--- src/rtl/coin_pkg.sv ---
// Shared coin types, denomination values, FSM states and tally layout for change_dispenser.
package coin_pkg;

    typedef enum logic [1:0] {
        COIN_DOLLAR  = 2'd0,
        COIN_QUARTER = 2'd1,
        COIN_DIME    = 2'd2,
        COIN_NICKEL  = 2'd3
    } coin_t;

    localparam int unsigned NUM_COINS = 4;

    localparam logic [6:0] VALUE_DOLLAR  = 7'd100;
    localparam logic [6:0] VALUE_QUARTER = 7'd25;
    localparam logic [6:0] VALUE_DIME    = 7'd10;
    localparam logic [6:0] VALUE_NICKEL  = 7'd5;

    typedef enum logic [1:0] {
        ST_IDLE,
        ST_SELECT,
        ST_REQ,
        ST_DONE
    } state_t;

    localparam int unsigned TALLY_FIELD_W     = 7;
    localparam int unsigned TALLY_W           = 4 * TALLY_FIELD_W;
    localparam int unsigned TALLY_DOLLAR_LSB  = 21;
    localparam int unsigned TALLY_QUARTER_LSB = 14;
    localparam int unsigned TALLY_DIME_LSB    = 7;
    localparam int unsigned TALLY_NICKEL_LSB  = 0;

    function automatic logic [6:0] coin_value(input coin_t c);
        case (c)
            COIN_DOLLAR:  return VALUE_DOLLAR;
            COIN_QUARTER: return VALUE_QUARTER;
            COIN_DIME:    return VALUE_DIME;
            default:      return VALUE_NICKEL;
        endcase
    endfunction

    function automatic int unsigned tally_lsb(input coin_t c);
        case (c)
            COIN_DOLLAR:  return TALLY_DOLLAR_LSB;
            COIN_QUARTER: return TALLY_QUARTER_LSB;
            COIN_DIME:    return TALLY_DIME_LSB;
            default:      return TALLY_NICKEL_LSB;
        endcase
    endfunction

endpackage

--- src/rtl/coin_select.sv ---
// Combinational pick of the largest available denomination not exceeding the amount owed.
import coin_pkg::*;

module coin_select #(
    parameter int unsigned AMT_W = 9
) (
    input  logic [AMT_W-1:0]     remaining,
    input  logic [NUM_COINS-1:0] avail,
    output logic [1:0]           coin_sel,
    output logic                 found
);

    // Coin encodings run largest to smallest, so the first hit wins.
    always_comb begin
        coin_sel = 2'd0;
        found    = 1'b0;
        for (int unsigned i = 0; i < NUM_COINS; i++) begin
            if (!found && avail[i] &&
                remaining >= AMT_W'(coin_value(coin_t'(i[1:0])))) begin
                coin_sel = i[1:0];
                found    = 1'b1;
            end
        end
    end

endmodule

--- src/rtl/change_dispenser.sv ---
// Pays out change one coin at a time, largest denomination first, with hopper handshake.
// Optional per-denomination inventory and restock port: define COIN_INVENTORY_EN.
import coin_pkg::*;

module change_dispenser #(
    parameter int unsigned AMT_W    = 9,
    parameter int unsigned INV_W    = 8,
    parameter int unsigned INV_INIT = 20
) (
    input  logic             clk,
    input  logic             rst,
    input  logic             start,
    input  logic [AMT_W-1:0] amount,
    input  logic             coin_ack,
`ifdef COIN_INVENTORY_EN
    input  logic             restock,
`endif
    output logic             busy,
    output logic             coin_req,
    output logic [1:0]       coin_sel,
    output logic             done,
    output logic             error,
    output logic [AMT_W-1:0] remaining,
    output logic [27:0]      tally
);

    if (AMT_W < 7 || INV_W == 0 || INV_INIT >= (32'd1 << INV_W)) begin : g_bad_params
        $error("change_dispenser: AMT_W too narrow or INV_INIT does not fit in INV_W");
    end

    state_t                 state_q, state_d;
    logic [AMT_W-1:0]       remaining_q;
    logic [TALLY_W-1:0]     tally_q;
    coin_t                  sel_q;
    logic                   error_q;

    logic [NUM_COINS-1:0]   avail;
    logic [1:0]             found_sel;
    logic                   found;

    logic                   accept, reject, latch_sel, pay, err_set, err_clr;

    coin_select #(.AMT_W(AMT_W)) u_select (
        .remaining (remaining_q),
        .avail     (avail),
        .coin_sel  (found_sel),
        .found     (found)
    );

    always_comb begin
        state_d   = state_q;
        accept    = 1'b0;
        reject    = 1'b0;
        latch_sel = 1'b0;
        pay       = 1'b0;
        err_set   = 1'b0;
        err_clr   = 1'b0;
        case (state_q)
            ST_IDLE: begin
                if (start) begin
                    if ((amount % AMT_W'(5)) == '0) begin
                        accept  = 1'b1;
                        state_d = ST_SELECT;
                    end else begin
                        reject  = 1'b1;
                        state_d = ST_DONE;
                    end
                end
            end
            ST_SELECT: begin
                if (remaining_q == '0) begin
                    err_clr = 1'b1;
                    state_d = ST_DONE;
                end else if (found) begin
                    latch_sel = 1'b1;
                    state_d   = ST_REQ;
                end else begin
                    err_set = 1'b1;
                    state_d = ST_DONE;
                end
            end
            ST_REQ: begin
                if (coin_ack) begin
                    pay     = 1'b1;
                    state_d = ST_SELECT;
                end
            end
            ST_DONE:  state_d = ST_IDLE;
            default:  state_d = ST_IDLE;
        endcase
    end

    always_ff @(posedge clk) begin
        if (rst) begin
            state_q     <= ST_IDLE;
            remaining_q <= '0;
            tally_q     <= '0;
            sel_q       <= COIN_DOLLAR;
            error_q     <= 1'b0;
        end else begin
            state_q <= state_d;
            if (accept) begin
                remaining_q <= amount;
                tally_q     <= '0;
                error_q     <= 1'b0;
            end
            if (reject) begin
                remaining_q <= amount;
                error_q     <= 1'b1;
            end
            if (latch_sel) sel_q <= coin_t'(found_sel);
            if (pay) begin
                remaining_q <= remaining_q - AMT_W'(coin_value(sel_q));
                tally_q[tally_lsb(sel_q) +: TALLY_FIELD_W] <=
                    tally_q[tally_lsb(sel_q) +: TALLY_FIELD_W] + 7'd1;
            end
            if (err_set) error_q <= 1'b1;
            if (err_clr) error_q <= 1'b0;
        end
    end

`ifdef COIN_INVENTORY_EN
    logic [INV_W-1:0] inv_q [NUM_COINS];

    // Restock overrides a same-cycle payout decrement.
    always_ff @(posedge clk) begin
        if (rst || restock) begin
            for (int unsigned i = 0; i < NUM_COINS; i++) inv_q[i] <= INV_W'(INV_INIT);
        end else if (pay) begin
            inv_q[sel_q] <= inv_q[sel_q] - INV_W'(1);
        end
    end

    always_comb begin
        avail = '0;
        for (int unsigned i = 0; i < NUM_COINS; i++) avail[i] = (inv_q[i] != '0);
    end
`else
    assign avail = '1;
`endif

    assign busy      = (state_q != ST_IDLE);
    assign coin_req  = (state_q == ST_REQ);
    assign done      = (state_q == ST_DONE);
    assign coin_sel  = sel_q;
    assign error     = error_q;
    assign remaining = remaining_q;
    assign tally     = tally_q;

endmodule

--- config.mk ---
export PLATFORM = sky130hd
export DESIGN_NAME = change_dispenser
export DESIGN_NICKNAME = d
export VERILOG_FILES = /design/src/rtl/coin_pkg.sv /design/src/rtl/coin_select.sv /design/src/rtl/change_dispenser.sv
export SDC_FILE = /design/constraint.sdc
export NUM_CORES = 1
export LEC_CHECK = 0
export BUFFER_PORTS_ARGS = -buffer_cell sky130_fd_sc_hd__buf_2
export CAP_MARGIN = 5
export CORE_MARGIN = 4
export CORE_UTILIZATION = 30
export CTS_CLUSTER_DIAMETER = 150
export DETAILED_ROUTE_END_ITERATION = 7
export GPL_TIMING_DRIVEN = 0
export HOLD_SLACK_MARGIN = 0.1
export SKIP_LAST_GASP = 1
export SYNTH_ARGS = -nofsm -noshare
export SYNTH_HDL_FRONTEND = slang
export SYNTH_SLANG_ARGS = --single-unit
--- constraint.sdc ---
create_clock -name clk -period 10.5 [get_ports clk]
set_input_delay 0 -clock clk [delete_from_list [all_inputs] [get_ports clk]]
set_output_delay 0 -clock clk [all_outputs]
set_load 0.05 [all_outputs]
==> results of run 1 <==
final timing paths:
kind / start / end / slack [ps] / depth (start not counted)
worst max-delay path: coin_sel[0] / tally[2] / 5050 / 18
worst max register to register: coin_sel[0] / tally[2] / 5050 / 18
worst min register to register: remaining[8] / remaining[8] / 520 / 2
worst min-delay path: rst / tally[21] / 120 / 3
flip-flops by register name, indices dropped and copies added, names as in the netlist:
signal     flops
error          1
state_q        2
coin_sel       2
tally         28
remaining      9
final cells by class:
type	instances	area, µm²	share of cell area (%)
clock inverters	3	45.0	0.889
flip-flops and latches	42	841	16.6
inverters	17	63.8	1.26
multi-input cells	414	3290	64.9
plain buffers	36	194	3.83
repair buffers	55	285	5.63
well taps	180	225	4.44
clock buffers	5	125	2.47
stage by stage:
| stage | total power, W | std cells |
|---|---|---|
| after detailed placement | 0.000576 | 742 |
| after CTS | 0.000757 | 752 |
| after global placement | 0.000574 | 742 |
| final | 0.000759 | 752 |
| after global routing | 0.000804 | 752 |
| after floorplan | 0.000478 | 509 |
synth_stat cells, types with 4 or more instances:
master      n
nor2_1     43
dfxtp_1    42
nand2_1    34
a21oi_1    27
mux2i_1    26
o21ai_0    22
mux4_2     18
ha_1       16
a22o_1     15
clkbuf_1   14
inv_1      14
o2bb2ai_1  14
nand3_1    13
nor2b_1    12
buf_2      11
nor3_1     10
a221oi_1    9
xor2_1      7
a21o_1      6
a22oi_1     6
a31oi_1     6
and2_1      6
mux2_1      6
nand2b_1    6
buf_4       5
o21a_1      5
o31a_1      5
xnor2_1     5
a211oi_1    4
a2bb2oi_1   4
nand3b_1    4
nor4_1      4
o221ai_1    4
o22ai_1     4
logic make-up after synthesis:
kind of cell / Yosys count
simple gates: 164
xor+xnor: 12
buf+inv: 53
flops: 42
mux: 53
fa+ha+maj: 17
compound gates: 168
critical path, stage by stage, from the launching register on:
cell      delay [ps]
dfxtp_1          530
buf_4            300
buf_4            250
buf_4            220
inv_1            160
ha_1             340
buf_2            280
buf_2            330
clkbuf_1         430
nor2_1           110
a221oi_1         280
o21ai_0          150
nand3_1          150
inv_1             60
ha_1             200
xnor2_1          170
and2_1           200
o311ai_1         820
a2bb2o_1         340
power by group:
part	leakage (nW)	internal [W]	switching [W]
clock	0.0760	0.000112	0.0000659
sequential	0.341	0.000170	0.0000172
combinational	1.59	0.000138	0.000256
total	2.01	0.000420	0.000339
metal layers:
layer,GRT usage [%],vias up
met5,0,-
met4,5.68,0
met3,2.66,28
met2,28.8,185
met1,24.8,2268
li1,-,2093
==> reports/metrics.yaml, run 1 <==
cts_made_buffers: 5
grt_pass1_wl_mm: 24.0
worstPathRequired_ps: 10680
cts_tree: "built"
drtPass1Iterations: 7
outcome: "complete, no violations"
post-place-ws_ps: 5140
wl_met2_mm: 7.12
drv_slew: 0
synth_top_cell_by_area: "dfxtp_1"
relSlewSlack_pct: 32.2
nFillCells: 1493
post-route-period-util_pct: 51.9
synth_cell_type_count: 85
drc_errors: 0
mostFrequentLayoutCells: "buf_2, nor2_1, dfxtp_1"
routed-via-count: 4574
clkLatencyLatePin_ps: 300
synth-main-ff-cell: "dfxtp_1"
final_net_count: 601
fin_crit_ps: 5450
setup_viol: 0
start_util_pct: 31.1
drt_iter0_drc: 393
io_pins: 56
antenna_found_initial: 0
netlist_area_um2: 4390
first_global_vias: 4250
synth.avg_cell_area_um2: 8.62
coreArea_um2: 14100
die_w_um: 129
die_h_um: 129
synthAdderAreaFrac_pct: 5.02
worst_slack_ps: 5050
dpl_cell_area_um2: 4880
gr-total-overflow: 0
clk_pin_slew_worst_paths_ps: 70
cts_max_path_buffers: 2
wl_met3_um: 957
worstSetupEndpointType: "flip-flop"
cts.repair.resized: 0
grt_max_degree: 15
cts_root_buffer: "clkbuf_16"
clock-sinks: 42
dp_hpwl_mm: 11.4
highest_layer: "met4"
synth_area_leaders: "dfxtp_1, mux4_2, mux2i_1"
crit_arrival_ps: 5630
antenna_cells: 0
vdd_drop_max_v: 0.0000706
skew_ps: 11.8
synth-async-reset-ratio_pct: 0
syn_inst: 509
worstMarginPinSlew_ps: 1000
fmax_ghz: 0.184
wl_mm: 14.9
syn_nets: 539
port_buffers: 53
synth-edff-count: 0
power_leakage_nw: 2.01
critical_path.max_fanout: 10
die_area_um2: 16600
totalNegativeSetupSlack_ps: 0
synth_seq_cells: 42
post-route-util_pct: 35.9
ant_nets: 0
wl_per_cell_um: 19.8
maxCapViolCount: 0
rsz0062_at_grt: "false"
synth_top_family_by_area: "compound AO/OA/AOI/OAI gates"
yosysSeqAreaShare_pct: 19.2
power.density_nw_per_um2: 150
post_cts_buffers: 0
yosys_warnings: 0
grt_usage_pct: 17.9
hold_viol: 0
rows: 43
hold_class: "in -> reg"
ctsHoldBuffers: 2
yosysTopAreaCellShare_pct: 19.2
path_class: "reg -> reg"
fin_hold_ws_ps: 117
wl_met1_mm: 6.45
startpoint_type: "flip-flop"
synth_mux_area_share_pct: 17.6
area_delta_synth_final_pct: 15.5
h-tree-depth: 2
synth_simple_gate_area_share_pct: 20.5
drive_above_1_share_pct: 21.7
mostFrequentLayoutCell: "buf_2"
fin_area_um2: 5070
synth_compound_area_share_pct: 29.4
viasPerCell: 6.08
place.gp.congestion: 0.919
synthXorXnorAreaFrac_pct: 2.40
No activity file was read; power rests on OpenSTA's default activity.
==> inputs of run 2 (changes only) <==
==> constraint.sdc (replaced) <==
create_clock -name clk -period 5.65 [get_ports clk]
set_input_delay 0 -clock clk [delete_from_list [all_inputs] [get_ports clk]]
set_output_delay 0 -clock clk [all_outputs]
set_load 0.05 [all_outputs]
==> reports/metrics.yaml, run 2 (synthesized netlist as in run 1, its figures left out) <==
final_cells: 752  # unchanged
p_total_w: 0.00141  # +86%
reg2reg_slack_ps: 410  # -4640 ps
drive_above_1_share_pct: 21.9  # +0.17 points
die_area_um2: 16600  # unchanged
port_buffers: 53  # unchanged
startpoint_type: "flip-flop"
post-route-period-util_pct: 92.7  # +41 points
place.gp.congestion: 0.919  # unchanged
drv_slew: 0  # unchanged
maxCapViolCount: 0  # unchanged
relSlewSlack_pct: 57.1  # +25 points
setup_viol: 0  # unchanged
grt_usage_pct: 17.9  # unchanged
clkLatencyLatePin_ps: 290  # about the same
area_delta_synth_final_pct: 15.7
coreArea_um2: 14100  # unchanged
start_util_pct: 31.1  # unchanged
hold_depth: 3  # unchanged
clk_pin_slew_worst_paths_ps: 70  # about the same
fin_hold_ws_ps: 119  # +1.94 ps
worstMarginPinSlew_ps: 635  # -366 ps
drc_errors: 0  # unchanged
rsz0062_at_grt: "false"
post-route-util_pct: 36.0  # +0.053 points
hold_viol: 0  # unchanged
ant_nets: 0  # unchanged
vdd_drop_max_v: 0.000132  # +87%
rows: 43  # unchanged
largest_reg_flops: 28  # unchanged
r2r_start: "coin_sel[0]"
skew_ps: 10.7  # -1.09 ps
drt_iter0_drc: 391  # -0.51%
reg2regPathDepth: 20  # +2
mostFrequentLayoutCells: "buf_2, nor2_1, dfxtp_1"
wl_mm: 14.8  # -0.26%
wl_per_cell_um: 19.7  # -0.26%
crit_arrival_ps: 5450  # -180 ps
worstSetupEndpointType: "flip-flop"
cts_made_buffers: 5  # unchanged
drtPass1Iterations: 4  # -3
nFillCells: 1493  # unchanged
r2r_end: "tally[25]"
min_from: "rst"
cts_max_path_buffers: 2  # unchanged
grt_pass1_wl_mm: 24.0  # unchanged
path_class: "reg -> reg"
critical_path.max_fanout: 10  # unchanged
fmax_ghz: 0.191  # +4.0%
grt_max_degree: 15  # unchanged
gr-total-overflow: 0  # unchanged
mostFrequentLayoutCell: "buf_2"
die_w_um: 129  # unchanged
io_pins: 56  # unchanged
dp_cells: 742  # unchanged
viasPerCell: 6.06  # -0.44%
antenna_cells: 0  # unchanged
outcome: "complete, no violations"
antenna_found_initial: 0  # unchanged
fin_crit_ps: 5240  # -210 ps
worstHoldEndpoint: "tally[21]"
seq_area_um2: 841  # unchanged
multiInputGateArea_um2: 3300  # +0.23%
final_net_count: 601  # unchanged
hold_class: "in -> reg"
power.density_nw_per_um2: 278  # +86%
dp_hpwl_mm: 11.4  # unchanged
power_leakage_nw: 2.01  # about the same
routed-via-count: 4554  # -0.44%
die_h_um: 129  # unchanged
cts_root_buffer: "clkbuf_16"
cts_tree: "built"
h-tree-depth: 2  # unchanged
first_global_vias: 4250  # unchanged
worstPathRequired_ps: 5860  # -4820 ps
clock-sinks: 42  # unchanged
==> run 2: worst max-delay path, cell delays in order (launching register included) <==
cell and delay [ps]:
dfxtp_1 530, buf_4 300, buf_4 250, buf_4 220, inv_1 160, ha_1 340
buf_2 290, buf_2 340, clkbuf_1 440, nor2_1 110, a221oi_1 270, o21ai_0 150
nand3_1 140, inv_1 60, ha_1 200, and3b_1 190, xnor2_1 280, and2_1 200
a21oi_1 70, a221o_1 450, o2bb2ai_1 170
==> run 2: how the worst max path moves through the flow <==
stage                            from  slack [ps]        end  cells past startpoint
after CTS                 coin_sel[0]         250   tally[2]                     18
after detailed placement  coin_sel[0]         290   tally[2]                     18
after floorplan           coin_sel[0]        1120   tally[2]                     18
after global placement    coin_sel[0]         -90   tally[2]                     18
final                     coin_sel[0]         410  tally[25]                     20
after global routing      coin_sel[0]          90  tally[17]                     20
==> run 2: per-stage QoR <==
| stage | cell area [µm²] | setup slack, ps | TNS, ps |
|---|---|---|---|
| after floorplan | 4390 | 1120 | 0 |
| after global placement | 4880 | -89.2 | -89.2 |
| after detailed placement | 4880 | 289 | 0 |
| after CTS | 5070 | 254 | 0 |
| after global routing | 5070 | 88.3 | 0 |
| final | 5070 | 411 | 0 |
==> run 2: layer usage <==
| metal | global-route usage [%] | share of wire [%] |
|---|---|---|
| met5 | 0 | 0 |
| met4 | 5.68 | 2.7 |
| met3 | 2.66 | 5.9 |
| met2 | 28.8 | 48 |
| met1 | 24.8 | 44 |
==> run 2: repair_timing <==
item | CTS | global route
hold endpoints to repair | 1 | 0
resized for setup | 0 | 1
buffers inserted | 0 | 0
hold buffers | 2 | 0
setup endpoints to repair | 0 | 1
==> run 2: area by class of cell <==
class	instances	area share, %
clock inverter	3	0.888
multi-input combinational	414	64.9
tap	180	4.44
timing repair buffer	55	5.62
inverter	17	1.26
clock buffer	5	2.47
sequential	42	16.6
buffer	36	3.82
==> run 2: power by group <==
group          internal, W  total, W  switching [W]  leakage [nW]
logic             0.000258  0.000732       0.000474          1.59
clock network     0.000208  0.000331       0.000123        0.0760
registers         0.000315  0.000347      0.0000320         0.341
total             0.000782   0.00141       0.000628          2.01
